===== config.mk =====
export PLATFORM = sky130hd
export DESIGN_NAME = hack_decode_stage
export DESIGN_NICKNAME = d
export VERILOG_FILES = /design/src/rtl/hack_decode_stage.sv
export SDC_FILE = /design/constraint.sdc
export NUM_CORES = 1
export LEC_CHECK = 0
export BUFFER_PORTS_ARGS = -buffer_cell sky130_fd_sc_hd__buf_2
export CAP_MARGIN = 0
export CORE_MARGIN = 8
export CORE_UTILIZATION = 52
export CTS_CLUSTER_DIAMETER = 40
export DETAILED_ROUTE_END_ITERATION = 7
export PLACE_DENSITY = 0.81
export SLEW_MARGIN = 10
export SYNTH_ARGS = -nofsm -noshare
export SYNTH_HDL_FRONTEND = slang
export SYNTH_SLANG_ARGS = --single-unit

===== constraint.sdc =====
create_clock -name clk -period 2.2 [get_ports clk]
set_input_delay 0.22 -clock clk [delete_from_list [all_inputs] [get_ports clk]]
set_output_delay 0.22 -clock clk [all_outputs]
set_load 0.005 [all_outputs]

===== src/rtl/hack_decode_stage.sv =====
// Hack CPU decode stage: captures ROM words, tracks their PC, decodes A/C fields and steers fetch.
// Optional illegal-C-instruction trap enabled by defining HACK_DECODE_ILLEGAL_TRAP_EN.
module hack_decode_stage #(
  parameter logic [14:0] RESET_PC    = 15'd0,
  parameter bit          MREAD_STALL = 1'b1
) (
  input  logic        clk,
  input  logic        reset,
  input  logic [15:0] rom_instr,
  input  logic        ex_jmp,
  input  logic [14:0] ex_target,
  input  logic        ex_hold,
  output logic        fetch_jmp,
  output logic [14:0] fetch_addr,
  output logic        fetch_stall,
  output logic        dec_valid,
  output logic [14:0] dec_pc,
  output logic        dec_is_c,
  output logic [14:0] dec_a_val,
  output logic        dec_a_sel_m,
  output logic [5:0]  dec_alu,
  output logic [2:0]  dec_dest,
  output logic [2:0]  dec_jcond,
  output logic        dec_mem_rd,
  output logic        dec_mem_wr
`ifdef HACK_DECODE_ILLEGAL_TRAP_EN
  ,
  output logic        dec_illegal
`endif
);

  typedef enum logic [2:0] {
    ST_FILL,
    ST_RUN,
    ST_SQUASH,
    ST_MSTALL,
    ST_HOLD
  } state_t;

  typedef struct packed {
    logic        valid;
    logic [14:0] pc;
    logic        is_c;
    logic [14:0] a_val;
    logic        a_sel_m;
    logic [5:0]  alu;
    logic [2:0]  dest;
    logic [2:0]  jcond;
    logic        mem_rd;
    logic        mem_wr;
  } dec_t;

  state_t      state_q, state_d;
  logic [14:0] pc_q, pc_d;
  logic [15:0] skid_q, skid_d;
  dec_t        dec_q, dec_d;
  logic        stall_req;
  logic        issue_en;
  logic [15:0] issue_word;
  logic        mread_hit;
`ifdef HACK_DECODE_ILLEGAL_TRAP_EN
  logic        illegal_q, illegal_d;
`endif

  function automatic dec_t decode_word(input logic [15:0] w, input logic [14:0] pc);
    dec_t d;
    d       = '0;
    d.valid = 1'b1;
    d.pc    = pc;
    d.is_c  = w[15];
    if (w[15]) begin
      d.a_sel_m = w[12];
      d.alu     = w[11:6];
      d.dest    = w[5:3];
      d.jcond   = w[2:0];
      d.mem_rd  = w[12];
      d.mem_wr  = w[3];
    end else begin
      d.a_val = w[14:0];
    end
    return d;
  endfunction

  // A C-instruction reading M needs one bubble so the RAM read can settle.
  if (MREAD_STALL) begin : g_mread
    assign mread_hit = rom_instr[15] & rom_instr[12];
  end else begin : g_no_mread
    assign mread_hit = 1'b0;
  end

  always_comb begin
    state_d    = state_q;
    pc_d       = pc_q;
    skid_d     = skid_q;
    dec_d      = dec_q;
    stall_req  = 1'b0;
    issue_en   = 1'b0;
    issue_word = rom_instr;
`ifdef HACK_DECODE_ILLEGAL_TRAP_EN
    illegal_d  = illegal_q;
`endif
    if (ex_jmp) begin
      // A taken jump beats everything: drop the pending word and refetch from target.
      dec_d   = '0;
      skid_d  = '0;
      pc_d    = ex_target;
      state_d = ST_SQUASH;
    end else begin
      unique case (state_q)
        ST_FILL: begin
          dec_d   = '0;
          state_d = ST_RUN;
        end
        ST_RUN, ST_SQUASH: begin
          if (ex_hold) begin
            skid_d  = rom_instr;
            state_d = ST_HOLD;
          end else if (mread_hit) begin
            stall_req = 1'b1;
            dec_d     = '0;
            skid_d    = rom_instr;
            state_d   = ST_MSTALL;
          end else begin
            issue_en = 1'b1;
            state_d  = ST_RUN;
          end
        end
        ST_MSTALL: begin
          if (ex_hold) begin
            state_d = ST_HOLD;
          end else begin
            issue_en   = 1'b1;
            issue_word = skid_q;
            state_d    = ST_RUN;
          end
        end
        ST_HOLD: begin
          // Keep fetch parked through the release cycle so the word after the skid is not lost.
          stall_req = 1'b1;
          if (!ex_hold) begin
            issue_en   = 1'b1;
            issue_word = skid_q;
            state_d    = ST_RUN;
          end
        end
        default: begin
          dec_d   = '0;
          state_d = ST_FILL;
        end
      endcase
    end

    if (issue_en) begin
      pc_d = pc_q + 15'd1;
`ifdef HACK_DECODE_ILLEGAL_TRAP_EN
      if (issue_word[15] && (issue_word[14:13] != 2'b11)) begin
        dec_d     = '0;
        illegal_d = 1'b1;
      end else begin
        dec_d = decode_word(issue_word, pc_q);
      end
`else
      dec_d = decode_word(issue_word, pc_q);
`endif
    end
  end

  always_ff @(posedge clk) begin
    if (reset) begin
      state_q   <= ST_FILL;
      pc_q      <= RESET_PC;
      skid_q    <= '0;
      dec_q     <= '0;
`ifdef HACK_DECODE_ILLEGAL_TRAP_EN
      illegal_q <= 1'b0;
`endif
    end else begin
      state_q   <= state_d;
      pc_q      <= pc_d;
      skid_q    <= skid_d;
      dec_q     <= dec_d;
`ifdef HACK_DECODE_ILLEGAL_TRAP_EN
      illegal_q <= illegal_d;
`endif
    end
  end

  assign fetch_jmp   = ex_jmp & ~reset;
  assign fetch_addr  = reset ? 15'd0 : ex_target;
  assign fetch_stall = stall_req & ~reset;

  assign dec_valid   = dec_q.valid;
  assign dec_pc      = dec_q.pc;
  assign dec_is_c    = dec_q.is_c;
  assign dec_a_val   = dec_q.a_val;
  assign dec_a_sel_m = dec_q.a_sel_m;
  assign dec_alu     = dec_q.alu;
  assign dec_dest    = dec_q.dest;
  assign dec_jcond   = dec_q.jcond;
  assign dec_mem_rd  = dec_q.mem_rd;
  assign dec_mem_wr  = dec_q.mem_wr;
`ifdef HACK_DECODE_ILLEGAL_TRAP_EN
  assign dec_illegal = illegal_q;
`endif

endmodule


==> results of run 1 <==
[per-layer routing]
metal  vias up  GRT usage  share of wire
met3        20     0.0531          0.074
met1      1614      0.242           0.43
li1       1627          -              -
met5         -          0              0
met2       140      0.330           0.48
met4         0     0.0966          0.023
[cell type report]
| type | instances | area [sq um] |
|---|---|---|
| Tap cell | 80 | 100 |
| Multi-Input combinational cell | 278 | 1840 |
| Sequential cell | 79 | 1580 |
| Inverter | 7 | 26.3 |
| Clock inverter | 5 | 56.3 |
| Fill cell | 557 | 2340 |
| Timing Repair Buffer | 120 | 656 |
| Clock buffer | 11 | 151 |
[state kept, by name, summed over array words and instances, names as in the netlist]
| name | flops |
|---|---|
| skid_q | 16 |
| state_q | 3 |
| dec_valid | 1 |
| dec_dest | 3 |
| dec_pc | 15 |
| dec_a_val | 15 |
| dec_alu | 6 |
| pc_q | 15 |
| dec_is_c | 1 |
| dec_jcond | 3 |
| dec_a_sel_m | 1 |
[per-stage QoR]
stage	hold slack (ns)	total power, mW	util
floorplan	0.365	1.78	-
global placement	0.429	1.91	0.621
detailed placement	0.438	1.92	0.621
CTS	0.114	3.02	0.651
global route	0.131	3.12	0.654
finish	0.123	3.01	0.654
[tightest hold or removal path, cell delays in order]
cell                      delay, ns
sky130_fd_sc_hd__buf_2         0.08
sky130_fd_sc_hd__mux2i_1       0.06
sky130_fd_sc_hd__nor2_1        0.08
[logic make-up (layout without fill, tap and decap cells)]
logic type / Yosys count / count (layout) / share of synthesized area
buffers and inverters: 39 / 143 / 0.0508
xor gates and xnor gates: 2 / 2 / 0.00487
adders and majority gates: 2 / 2 / 0.00626
AOI/OAI and AO/OA: 94 / 94 / 0.208
DFF: 79 / 79 / 0.440
muxes: 35 / 35 / 0.0981
and+or+nand+nor: 145 / 145 / 0.192
[worst max path at each step]
stage	endpoint	slack, ns	cells past startpoint
6_report	pc_q[10]$_SDFFE_PP0P_	0.16	6
5_1_grt	pc_q[3]$_SDFFE_PP0P_	0.08	7
4_1_cts	pc_q[10]$_SDFFE_PP0P_	0.1	5
3_5_place_dp	pc_q[10]$_SDFFE_PP0P_	0.13	5
3_3_place_gp	pc_q[10]$_SDFFE_PP0P_	0.22	5
2_1_floorplan	pc_q[10]$_SDFFE_PP0P_	0.42	6
[where the power goes]
group | internal, mW | switching (mW)
logic | 0.164 | 0.216
clock network | 0.584 | 0.524
registers | 1.47 | 0.0462
[synthesized netlist by cell type, drive strengths merged, types with 2 or more instances]
cell	n
a2111oi	2
nand4	4
a21oi	8
nor3	3
a31oi	4
or3	3
o31a	5
mux2	2
a22o	16
nor2	67
a311oi	4
a211oi	2
nand2	28
o31ai	9
o211ai	3
a311o	2
clkbuf	19
and4	2
and3	2
inv	7
a2bb2oi	3
mux2i	33
a22oi	15
buf	13
nor2b	18
or4	2
o21ai	7
nand3	4
nor3b	2
nor4	2
or2	3
o22ai	2
dfxtp	79
[what timing repair did]
item,in CTS,in global routing
gates resized for setup,0,2
hold buffers,0,0
endpoints found under the setup margin,0,3
setup buffers,0,1
==> reports/results.md, run 1 <==
| Metric | Value |
|---|---|
| Synth warn | 0 |
| Antenna violations before repair | 0 |
| Most common flop cell mapped by yosys | sky130_fd_sc_hd__dfxtp_1 |
| Worst Clk Skew | 0.00899 ns |
| Dominant cell type by area after synthesis | sky130_fd_sc_hd__dfxtp_1 |
| Clock sink total | 79 |
| DRT iter0 DRCs | 208 |
| Maximum level of the CTS H-tree | 3 |
| CTS tree | built |
| R2R Path End | pc_q[10]$_SDFFE_PP0P_ |
| Half-perimeter wire length after detailed placement | 7220 microns |
| Worst path bufs/invs | 1 |
| Part of the Yosys area used for sequential elements | 0.440 |
| Number of antenna diodes | 0 |
| Num ports | 99 |
| Max stage delay cell, worst path | sky130_fd_sc_hd__dfxtp_1 |
| Placer's final routability congestion estimate | 0.914 |
| Starting density of the core | 0.532 |
| Placed standard-cell area | 0.00419 sq mm |
| Power density over the cells | 681 mW/mm^2 |
| Crit Path Category | flop to flop |
| WP data required | 2.46 ns |
| Average vias per placed instance | 5.86 |
| Worst setup slack after layout | 0.158 ns |
| Vias in the first global route | 3382 |
| Worst Hold Path Cells | 3 |
| Post-DR wirelength/cell | 17.3 microns |
| Final critical-path share of the clock period | 0.928 |
| TritonRoute pass-1 iters | 5 |
| Clock Tree Root | sky130_fd_sc_hd__clkbuf_8 |
| Fraction of layout instances using a drive strength above 1 | 0.300 |
| Worst r2r path cells | 6 |
| Final Hold Violating Endpoints | 0 |
| Mapped Area | 0.00360 sq mm |
| Sum of negative setup slack | 0 ns |
| Global-route wire length before repair | 16200 microns |
| Number of pins exceeding their max-slew limit in the final report | 0 |
| WHS Endpoint | skid_q[13]$_SDFFE_PP0P_ |
| Latest clock arrival within the worst-skew pair | 0.35 ns |
| Top cells by area, synth | sky130_fd_sc_hd__dfxtp_1 44%, sky130_fd_sc_hd__mux2i_1 9.2%, sky130_fd_sc_hd__nor2_1 7.0% |
| CP startpoint kind | flop |
| Cell type group with the largest total delay on the critical path | simple AND/OR/NAND/NOR gates |
| Count of max-cap constraint violations | 0 |
| Area growth from synthesis to layout | 22.8% |
| Startpoint of the tightest hold check path | rom_instr[13] |
| Critical register-to-register path startpoint | pc_q[0]$_SDFFE_PP0P_ |
| Arrival time of the worst setup path | 2.30 ns |
| Vias after detailed routing | 3401 |
| Post-route insts no fill | 580 |
| Synth unique cells | 63 |
| Count of placed standard cells including taps | 563 |
| Leakage power total | 2.00 nW |
| Result of the run | complete, no violations |
| I/O Buffers | 98 |
| Total die area | 0.00983 sq mm |
| Placeable core region | 0.00676 sq mm |
| Worst slew pin tran | 0.442 ns |
| Tightest Hold Check Type | input port to flop |
| Final antenna-violating net count | 0 |
| Number of DRC violations after detailed routing | 0 |
| Unrepaired setup endpoints after global routing | false |
| Average cell area after synthesis | 9.08 sq um |
| Cell area after layout | 0.00442 sq mm |
| Total Wirelength | 10000 microns |
| Die Span Y | 99.2 microns |
| Post-Synthesis Net Count | 432 |
| Worst supply voltage drop on vdd | 0.000339 V |
| Maximum net fanout on the critical path | 7 |
| Kind of end point of the critical path | flop |
| Maximum number of pins on one net before global-route repair | 26 |
| Post-placement setup slack | 0.131 ns |
| Largest stage delay on the critical path | 0.47 ns |
| Async set-reset flop share out of synthesis | 0 |
| Maximum clock rate | 490 MHz |
| Relative slew margins | 0.703 |
| All-Layer GR Usage | 0.202 |
| Number of buffers created by CTS | 9 |
| Final setup violation count | 0 |
| Commonest cells after routing, fill and taps aside | 98 x sky130_fd_sc_hd__buf_2, 78 x sky130_fd_sc_hd__dfxtp_1, 67 x sky130_fd_sc_hd__nor2_1, 33 x sky130_fd_sc_hd__mux2i_1, 28 x sky130_fd_sc_hd__nand2_1 |
| Clock tree buffer depth | 2 |
| CTS clock-pin slew for the worst setup and hold paths | 0.08 ns |
| Critical Path Start | pc_q[0]$_SDFFE_PP0P_ |
| Chip Width | 99.2 microns |
| Global route overflow | 0 |
| Total Nets Final | 531 |
| Final worst path period need | 2.04 ns |
| Most common library cell in the layout ignoring fill and taps | sky130_fd_sc_hd__buf_2 |
| Register bit total from synthesis | 79 |
| Row cnt | 30 |
| Area share of the largest cell type after synthesis | 0.440 |
| CP cell instances | ha_1 > and4_1 > nand4_1 > buf_4 > or4_1 > a311oi_1 |
| Count of flip-flops with a built-in enable after synthesis | 0 |
| Register-to-Register Setup Slack | 0.16 ns |
| Synthesized instance count | 396 |
No activity file was read; power rests on OpenSTA's default activity.
==> inputs of run 2 (changes only) <==
Settings changed: CORE_UTILIZATION 52 to 47, PLACE_DENSITY 0.81 to 0.78, SETUP_SLACK_MARGIN set to 0.2.
Clock period 2.2 ns to 1.7 ns, I/O delays scaled along.
==> run 2 against run 1 <==
Effect of this change:
- the flow now finishes with violations (setup timing)
- non-clock buffer count rose by 38
- worst hold slack got worse by 0.069 ns
- sequential cell count stayed put
- wire length is 8.6% higher
- count of clock-buffer cells in the layout decreased by 2
- power up 42%
- critical endpoint is now pc_q[14]$_SDFFE_PP0P_
- largest power group unchanged
==> reports/results.md, run 2 (same netlist as run 1, synthesis figures left out) <==
| Metric | Value | Delta |
|---|---|---|
| Clock Tree Root | sky130_fd_sc_hd__clkbuf_8 |  |
| Final antenna-violating net count | 0 | unchanged |
| TritonRoute pass-1 iters | 5 | unchanged |
| Total die area | 0.0107 sq mm | +8.9% |
| CP startpoint kind | flop |  |
| Tightest Hold Check Type | input port to flop |  |
| All-Layer GR Usage | 0.208 | +0.00605 |
| WP data required | 1.96 ns | -0.50 ns |
| Overall power | 4.27 mW | +42% |
| Number of buffers created by CTS | 9 | unchanged |
| Largest stage delay on the critical path | 0.38 ns | -0.09 ns |
| Crit Path Category | flop to flop |  |
| Critical register-to-register path startpoint | state_q[0]$_SDFFE_PP0P_ |  |
| CTS clock-pin slew for the worst setup and hold paths | 0.09 ns | about the same |
| Maximum number of pins on one net before global-route repair | 60 | +130% |
| Worst supply voltage drop on vdd | 0.000505 V | +49% |
| Most repeated library cell on the critical path | sky130_fd_sc_hd__or2_4 |  |
| Global route overflow | 0 | unchanged |
| Clock tree buffer depth | 2 | unchanged |
| Post-route insts no fill | 642 | +11% |
| Flip-flop count of the largest register, all copies and words added | 16 | unchanged |
| Number of DRC violations after detailed routing | 0 | unchanged |
| Leakage power total | 2.28 nW | +14% |
| WHS Endpoint | skid_q[6]$_SDFFE_PP0P_ |  |
| Commonest cells after routing, fill and taps aside | 98 x sky130_fd_sc_hd__buf_2, 72 x sky130_fd_sc_hd__dfxtp_1, 65 x sky130_fd_sc_hd__nor2_1, 40 x sky130_fd_sc_hd__buf_4, 29 x sky130_fd_sc_hd__mux2i_1 |  |
| Critical path depth in cells | 7 | +1 |
| Final core area utilization | 0.681 | +0.0274 |
| Maximum clock rate | 564 MHz | +15% |
| Post-placement setup slack | -0.162 ns | -0.293 ns |
| Count of placed standard cells including taps | 615 | +9.2% |
| Violations in the final reports | setup timing |  |
| Power density over the cells | 829 mW/mm^2 | +22% |
| Total Nets Final | 570 | +7.3% |
| Final setup violation count | 34 | +34 |
| Area growth from synthesis to layout | 43.3% |  |
| Smallest hold slack | 0.0541 ns | -0.0687 ns |
| R2R Path End | pc_q[14]$_SDFFE_PP0P_ |  |
| Maximum net fanout on the critical path | 17 | +10 |
| Vias in the first global route | 3596 | +6.3% |
| Total Wirelength | 10900 microns | +8.6% |
| Final critical-path share of the clock period | 1.04 | +0.115 |
| Post-DR wirelength/cell | 17.0 microns | -1.9% |
| Half-perimeter wire length after detailed placement | 7520 microns | +4.1% |
| Max stage delay cell, worst path | sky130_fd_sc_hd__dfxtp_4 |  |
| Worst Hold Path Cells | 3 | unchanged |
| Worst slew pin tran | 0.457 ns | +0.0152 ns |
| Die Span Y | 103 microns | +4.3% |
| Global-route wire length before repair | 17400 microns | +6.9% |
| I/O Buffers | 98 | unchanged |
| Unrepaired setup endpoints after global routing | true |  |
| Cts-stage hold buffer count | 0 | unchanged |
| Result of the run | complete, but fails checks |  |
| Average vias per placed instance | 5.50 | -6.2% |
| Final worst path period need | 1.77 ns | -0.269 ns |
| CP cell instances | or2_4 > or2_4 > a31oi_4 > buf_12 > buf_4 > a31oi_1 > o21a_1 |  |
| Worst Clk Skew | 0.0149 ns | +0.00587 ns |
| Latest clock arrival within the worst-skew pair | 0.37 ns | +0.02 ns |
| Fraction of layout instances using a drive strength above 1 | 0.414 | +0.114 |
| Final Hold Violating Endpoints | 0 | unchanged |
| Startpoint of the tightest hold check path | rom_instr[6] |  |
| Maximum level of the CTS H-tree | 3 | unchanged |
| Most common library cell in the layout ignoring fill and taps | sky130_fd_sc_hd__buf_2 |  |
| Vias after detailed routing | 3533 | +3.9% |
| Row cnt | 32 | +6.7% |
| Placer's final routability congestion estimate | 0.884 | -3.3% |
| DRT iter0 DRCs | 190 | -8.7% |
| Clock sink total | 79 | unchanged |
| Biggest register | skid_q |  |
| Placeable core region | 0.00757 sq mm | +12% |
| Arrival time of the worst setup path | 2.03 ns | -0.27 ns |
| Antenna violations before repair | 0 | unchanged |
| Chip Width | 103 microns | +4.3% |
| Worst setup slack after layout | -0.0730 ns | -0.231 ns |
| Count of max-cap constraint violations | 0 | unchanged |
| Worst r2r path cells | 7 | +1 |
| Num ports | 99 | unchanged |
| Number of pins exceeding their max-slew limit in the final report | 0 | unchanged |
| CTS tree | built |  |
| Worst path bufs/invs | 2 | +1 |
| Cell type group with the largest total delay on the critical path | simple AND/OR/NAND/NOR gates |  |
| Starting density of the core | 0.475 | -0.0570 |
| Fillers | 563 | +1.1% |
| Relative slew margins | 0.695 | -0.00775 |
| Kind of end point of the critical path | flop |  |
| Register-to-Register Setup Slack | -0.07 ns | -0.23 ns |
## run 2: cell types whose count changed in the layout (fill, tap and decap cells not counted), sizes merged
| cell | change |
|---|---|
| a31o | +1 |
| clkinv | -3 |
| clkbuf | -2 |
| diode | +1 |
| inv | +4 |
| buf | +38 |
| bufinv | +1 |
## run 2: per-stage QoR
step                setup TNS (ns)  instance area (sq um)
finish                       -1.09                   5150
global route                 -4.30                   5150
CTS                          -1.14                   5050
detailed placement           -4.50                   4520
global placement             -1.77                   4520
floorplan                  -0.0598                   3640
## run 2: how the worst max path moves through the flow
stage	start	end	slack [ns]
2_1_floorplan	state_q[2]$_SDFFE_PP0P_	pc_q[10]$_SDFFE_PP0P_	-0.03
3_3_place_gp	state_q[0]$_SDFFE_PP0P_	pc_q[2]$_SDFFE_PP0P_	-0.09
3_5_place_dp	state_q[0]$_SDFFE_PP0P_	dec_jcond[1]$_SDFFE_PP0P_	-0.16
4_1_cts	state_q[0]$_SDFFE_PP0P_	dec_a_val[3]$_SDFFE_PP0P_	-0.07
5_1_grt	state_q[1]$_SDFFE_PP0P_	dec_alu[5]$_SDFFE_PP0P_	-0.15
6_report	state_q[0]$_SDFFE_PP0P_	pc_q[14]$_SDFFE_PP0P_	-0.07
## run 2: report_power, final
part	internal (mW)	leakage, nW	switching (mW)
sequential	1.91	0.645	0.0558
combinational	0.321	1.52	0.340
clock	0.863	0.116	0.786
## run 2: repair_timing
item,CTS,global route
buffers inserted,5,2
hold endpoints to repair,0,0
endpoints found under the setup margin,61,70
resized for setup,46,23
pin swaps,22,8
gates cloned,3,0
## run 2: routing by layer
layer,wire length [microns],vias to the layer above,track usage,part of all wire
met3,895,14,0.0529,0.082
met1,4670,1666,0.251,0.43
met2,5180,147,0.347,0.48
li1,-,1706,-,-
met4,147,0,0.0779,0.014
met5,0,-,0,0
## run 2: cell type report
cell class	count	area, sq um	share of cell area
Sequential cell	79	1600	0.310
Timing Repair Buffer	158	1110	0.216
Clock buffer	9	124	0.0240
Antenna cell	1	2.50	0.000486
Inverter	7	26.3	0.00510
Clock inverter	7	110	0.0214
Tap cell	102	128	0.0248
Multi-Input combinational cell	279	2050	0.398
## run 2: tightest hold or removal path, cell delays in order
cell                      delay (ns)
sky130_fd_sc_hd__buf_2          0.09
sky130_fd_sc_hd__mux2i_1        0.06
sky130_fd_sc_hd__nor2_1         0.07
==> inputs of run 3 (changes only) <==
==> constraint.sdc (replaced) <==
create_clock -name clk -period 1.7 [get_ports clk]
set_input_delay 0.255 -clock clk [delete_from_list [all_inputs] [get_ports clk]]
set_output_delay 0.255 -clock clk [all_outputs]
set_load 0.005 [all_outputs]
==> run 3 against run 2 <==
Effect of this change:
- the run still ends with setup timing left
- combinational power rose by 11%
- critical path depth rose by 1
- power fell by 5.2%
- sequential cell count did not move
- global-route usage fell by 0.11 points
- count of clock-buffer cells in the layout did not move
- first-iteration DRC count fell by 26%
- sequential power barely moved
- die area did not move
- register-to-register slack got worse by 0.05 ns
- clock skew fell by 0.0035 ns
- clock power fell by 18%
==> reports/results.md, run 3 (same netlist as run 1, synthesis figures left out) <==
| Metric | Value | Delta |
|---|---|---|
| Row cnt | 32 | unchanged |
| Share of power burned in the clock network | 0.335 | -0.051 |
| Unrepaired setup endpoints after global routing | true |  |
| Number of buffers created by CTS | 9 | unchanged |
| Most common library cell in the layout ignoring fill and taps | sky130_fd_sc_hd__buf_2 |  |
| Global route overflow | 0 | unchanged |
| Number of DRC violations after detailed routing | 0 | unchanged |
| Register-to-Register Setup Slack | -0.13 ns | -0.05 ns |
| Final setup violation count | 35 | +2.9% |
| Die Span Y | 103 microns | unchanged |
| Critical register-to-register path startpoint | state_q[2]$_SDFFE_PP0P_ |  |
| Total Wirelength | 11500 microns | +5.4% |
| Sum of negative setup slack | -2.31 ns | -1.22 ns |
| TritonRoute pass-1 iters | 5 | unchanged |
| Switching power summed over all nets | 1.22 mW | +3.6% |
| Placer's final routability congestion estimate | 0.891 | +0.77% |
| Worst supply voltage drop on vdd | 0.000585 V | +16% |
| Worst Hold Path Cells | 3 | unchanged |
| Average vias per placed instance | 5.55 | +0.80% |
| Total Nets Final | 574 | +0.70% |
| Crit Path Category | flop to flop |  |
| Maximum number of pins on one net before global-route repair | 50 | -17% |
| WP data required | 1.97 ns | about the same |
| Placeable core region | 0.00757 sq mm | unchanged |
| Count of max-cap constraint violations | 0 | unchanged |
| Num ports | 99 | unchanged |
| Arrival time of the worst setup path | 2.10 ns | +0.07 ns |
| Tightest Hold Check Type | input port to flop |  |
| Area growth from synthesis to layout | 45.4% |  |
| Kind of end point of the critical path | flop |  |
| Post-route insts no fill | 645 | +0.47% |
| Global-route wire length before repair | 17100 microns | -1.4% |
| Cts-stage hold buffer count | 0 | unchanged |
| Number of pins exceeding their max-slew limit in the final report | 0 | unchanged |
| Worst slew pin tran | 0.363 ns | -0.0933 ns |
| Number of antenna diodes | 0 | -1 |
| Overall power | 4.05 mW | -5.2% |
| Startpoint of the tightest hold check path | rom_instr[8] |  |
| Antenna violations before repair | 0 | unchanged |
| Maximum level of the CTS H-tree | 3 | unchanged |
| Worst setup slack after layout | -0.126 ns | -0.0530 ns |
| Starting density of the core | 0.475 | unchanged |
| Biggest register | skid_q |  |
| Maximum clock rate | 548 MHz | -2.9% |
| CTS tree | built |  |
| Clock Tree Root | sky130_fd_sc_hd__clkbuf_8 |  |
| Switching share of total power | 0.302 | +0.0256 |
| Final worst path period need | 1.83 ns | +0.0530 ns |
| Final critical-path share of the clock period | 1.07 | +0.0312 |
| Latest clock arrival within the worst-skew pair | 0.38 ns | about the same |
| Internal Pwr Total | 2.83 mW | -8.5% |
| Flop pwr share | 0.483 | +0.024 |
| Count of placed standard cells including taps | 617 | +0.33% |
| Chip Width | 103 microns | unchanged |
| Vias after detailed routing | 3578 | +1.3% |
| Result of the run | complete, but fails checks |  |
| WHS Endpoint | skid_q[8]$_SDFFE_PP0P_ |  |
| Half-perimeter wire length after detailed placement | 7790 microns | +3.6% |
| Violations in the final reports | setup timing |  |
| Clock tree buffer depth | 2 | unchanged |
| Fillers | 578 | +2.7% |
| Fraction of layout instances using a drive strength above 1 | 0.440 | +0.0264 |
| R2R Path End | dec_a_val[4]$_SDFFE_PP0P_ |  |
| Commonest cells after routing, fill and taps aside | 98 x sky130_fd_sc_hd__buf_2, 75 x sky130_fd_sc_hd__dfxtp_1, 64 x sky130_fd_sc_hd__nor2_1, 44 x sky130_fd_sc_hd__buf_4, 25 x sky130_fd_sc_hd__nand2_1 |  |
| Worst r2r path cells | 8 | +1 |
| Flip-flop count of the largest register, all copies and words added | 16 | unchanged |
| Leakage power total | 2.25 nW | -1.1% |
| Final antenna-violating net count | 0 | unchanged |
| Relative slew margins | 0.757 | +0.0620 |
| I/O Buffers | 98 | unchanged |
| Part of the total power dissipated in combinational logic | 0.182 | +0.027 |
| All-Layer GR Usage | 0.207 | -0.00107 |
| Post-DR wirelength/cell | 17.8 microns | +4.9% |
| Final Hold Violating Endpoints | 0 | unchanged |
| Total die area | 0.0107 sq mm | unchanged |
| Vias in the first global route | 3574 | -0.61% |
| CP startpoint kind | flop |  |
| DRT iter0 DRCs | 141 | -26% |
| Clock sink total | 79 | unchanged |
| Critical Path Start | state_q[2]$_SDFFE_PP0P_ |  |
| Power density over the cells | 775 mW/mm^2 | -6.5% |
| Worst Clk Skew | 0.0114 ns | -0.00348 ns |
| CTS clock-pin slew for the worst setup and hold paths | 0.09 ns | about the same |
| Maximum net fanout on the critical path | 6 | -11 |
==> run 3: changes by cell type in the layout (fill, tap and decap cells not counted), moves of 3 or more <==
cell,previous run,this run
sky130_fd_sc_hd__mux2i_4,1,8
sky130_fd_sc_hd__o31ai_2,1,5
sky130_fd_sc_hd__o31ai_1,8,3
sky130_fd_sc_hd__dfxtp_1,72,75
sky130_fd_sc_hd__buf_6,10,13
sky130_fd_sc_hd__mux2i_1,29,23
sky130_fd_sc_hd__buf_4,40,44
==> run 3: power groups by stage <==
stage / Clock [mW] / Sequential, mW / Combinational, mW
after CTS: 1.37 / 1.95 / 0.647
final: 1.36 / 1.96 / 0.736
after global routing: 1.47 / 1.96 / 0.794
after global placement: 0 / 1.99 / 0.570
after floorplan: 0 / 1.99 / 0.327
after detailed placement: 0 / 1.99 / 0.584
==> run 3: per-layer routing <==
layer  track usage  up-vias  part of all wire
li1              -     1711                 -
met1         0.237     1693              0.39
met2         0.347      140              0.49
met3        0.0562       34             0.081
met4         0.102        0             0.039
met5             0        -                 0
==> run 3: how the worst max path moves through the flow <==
stage	end	slack, ns	depth (start not counted)
3_5_place_dp	pc_q[7]$_SDFFE_PP0P_	-0.17	6
6_report	dec_a_val[4]$_SDFFE_PP0P_	-0.13	8
2_1_floorplan	pc_q[10]$_SDFFE_PP0P_	-0.03	6
4_1_cts	pc_q[10]$_SDFFE_PP0P_	-0.06	6
5_1_grt	dec_a_val[6]$_SDFFE_PP0P_	-0.19	8
3_3_place_gp	pc_q[6]$_SDFFE_PP0P_	-0.12	6
==> run 3: area by class of cell <==
| class | count | area (sq um) | area share |
|---|---|---|---|
| Clock buffer | 9 | 124 | 0.0237 |
| Clock inverter | 7 | 62.6 | 0.0120 |
| Inverter | 7 | 26.3 | 0.00503 |
| Multi-Input combinational cell | 279 | 2180 | 0.418 |
| Sequential cell | 79 | 1590 | 0.304 |
| Tap cell | 102 | 128 | 0.0244 |
| Timing Repair Buffer | 162 | 1110 | 0.213 |
==> run 3: worst max-delay path, stage by stage, from the launching register on <==
cell and delay, ns:
sky130_fd_sc_hd__dfxtp_4 0.37, sky130_fd_sc_hd__buf_6 0.12, sky130_fd_sc_hd__nor3b_4 0.14, sky130_fd_sc_hd__buf_4 0.13
sky130_fd_sc_hd__o21ai_4 0.19, sky130_fd_sc_hd__buf_6 0.19, sky130_fd_sc_hd__mux2i_1 0.27, sky130_fd_sc_hd__nor2_1 0.10
sky130_fd_sc_hd__a22o_1 0.20
==> run 3: through the flow <==
| step | worst slack, ns | hold WS (ns) | cell area, sq um | util |
|---|---|---|---|---|
| floorplan | -0.0341 | 0.400 | 3650 | - |
| global placement | -0.115 | 0.443 | 4520 | 0.597 |
| detailed placement | -0.170 | 0.445 | 4520 | 0.597 |
| CTS | -0.0562 | 0.145 | 4960 | 0.656 |
| global route | -0.185 | 0.133 | 5230 | 0.691 |
| finish | -0.126 | 0.142 | 5230 | 0.691 |
==> run 3: timing repair <==
item,CTS,global route
endpoints found under the setup margin,62,78
hold endpoints to repair,0,0
buffers inserted,6,4
resized for setup,50,35
pin swaps,26,12
cloned,0,2
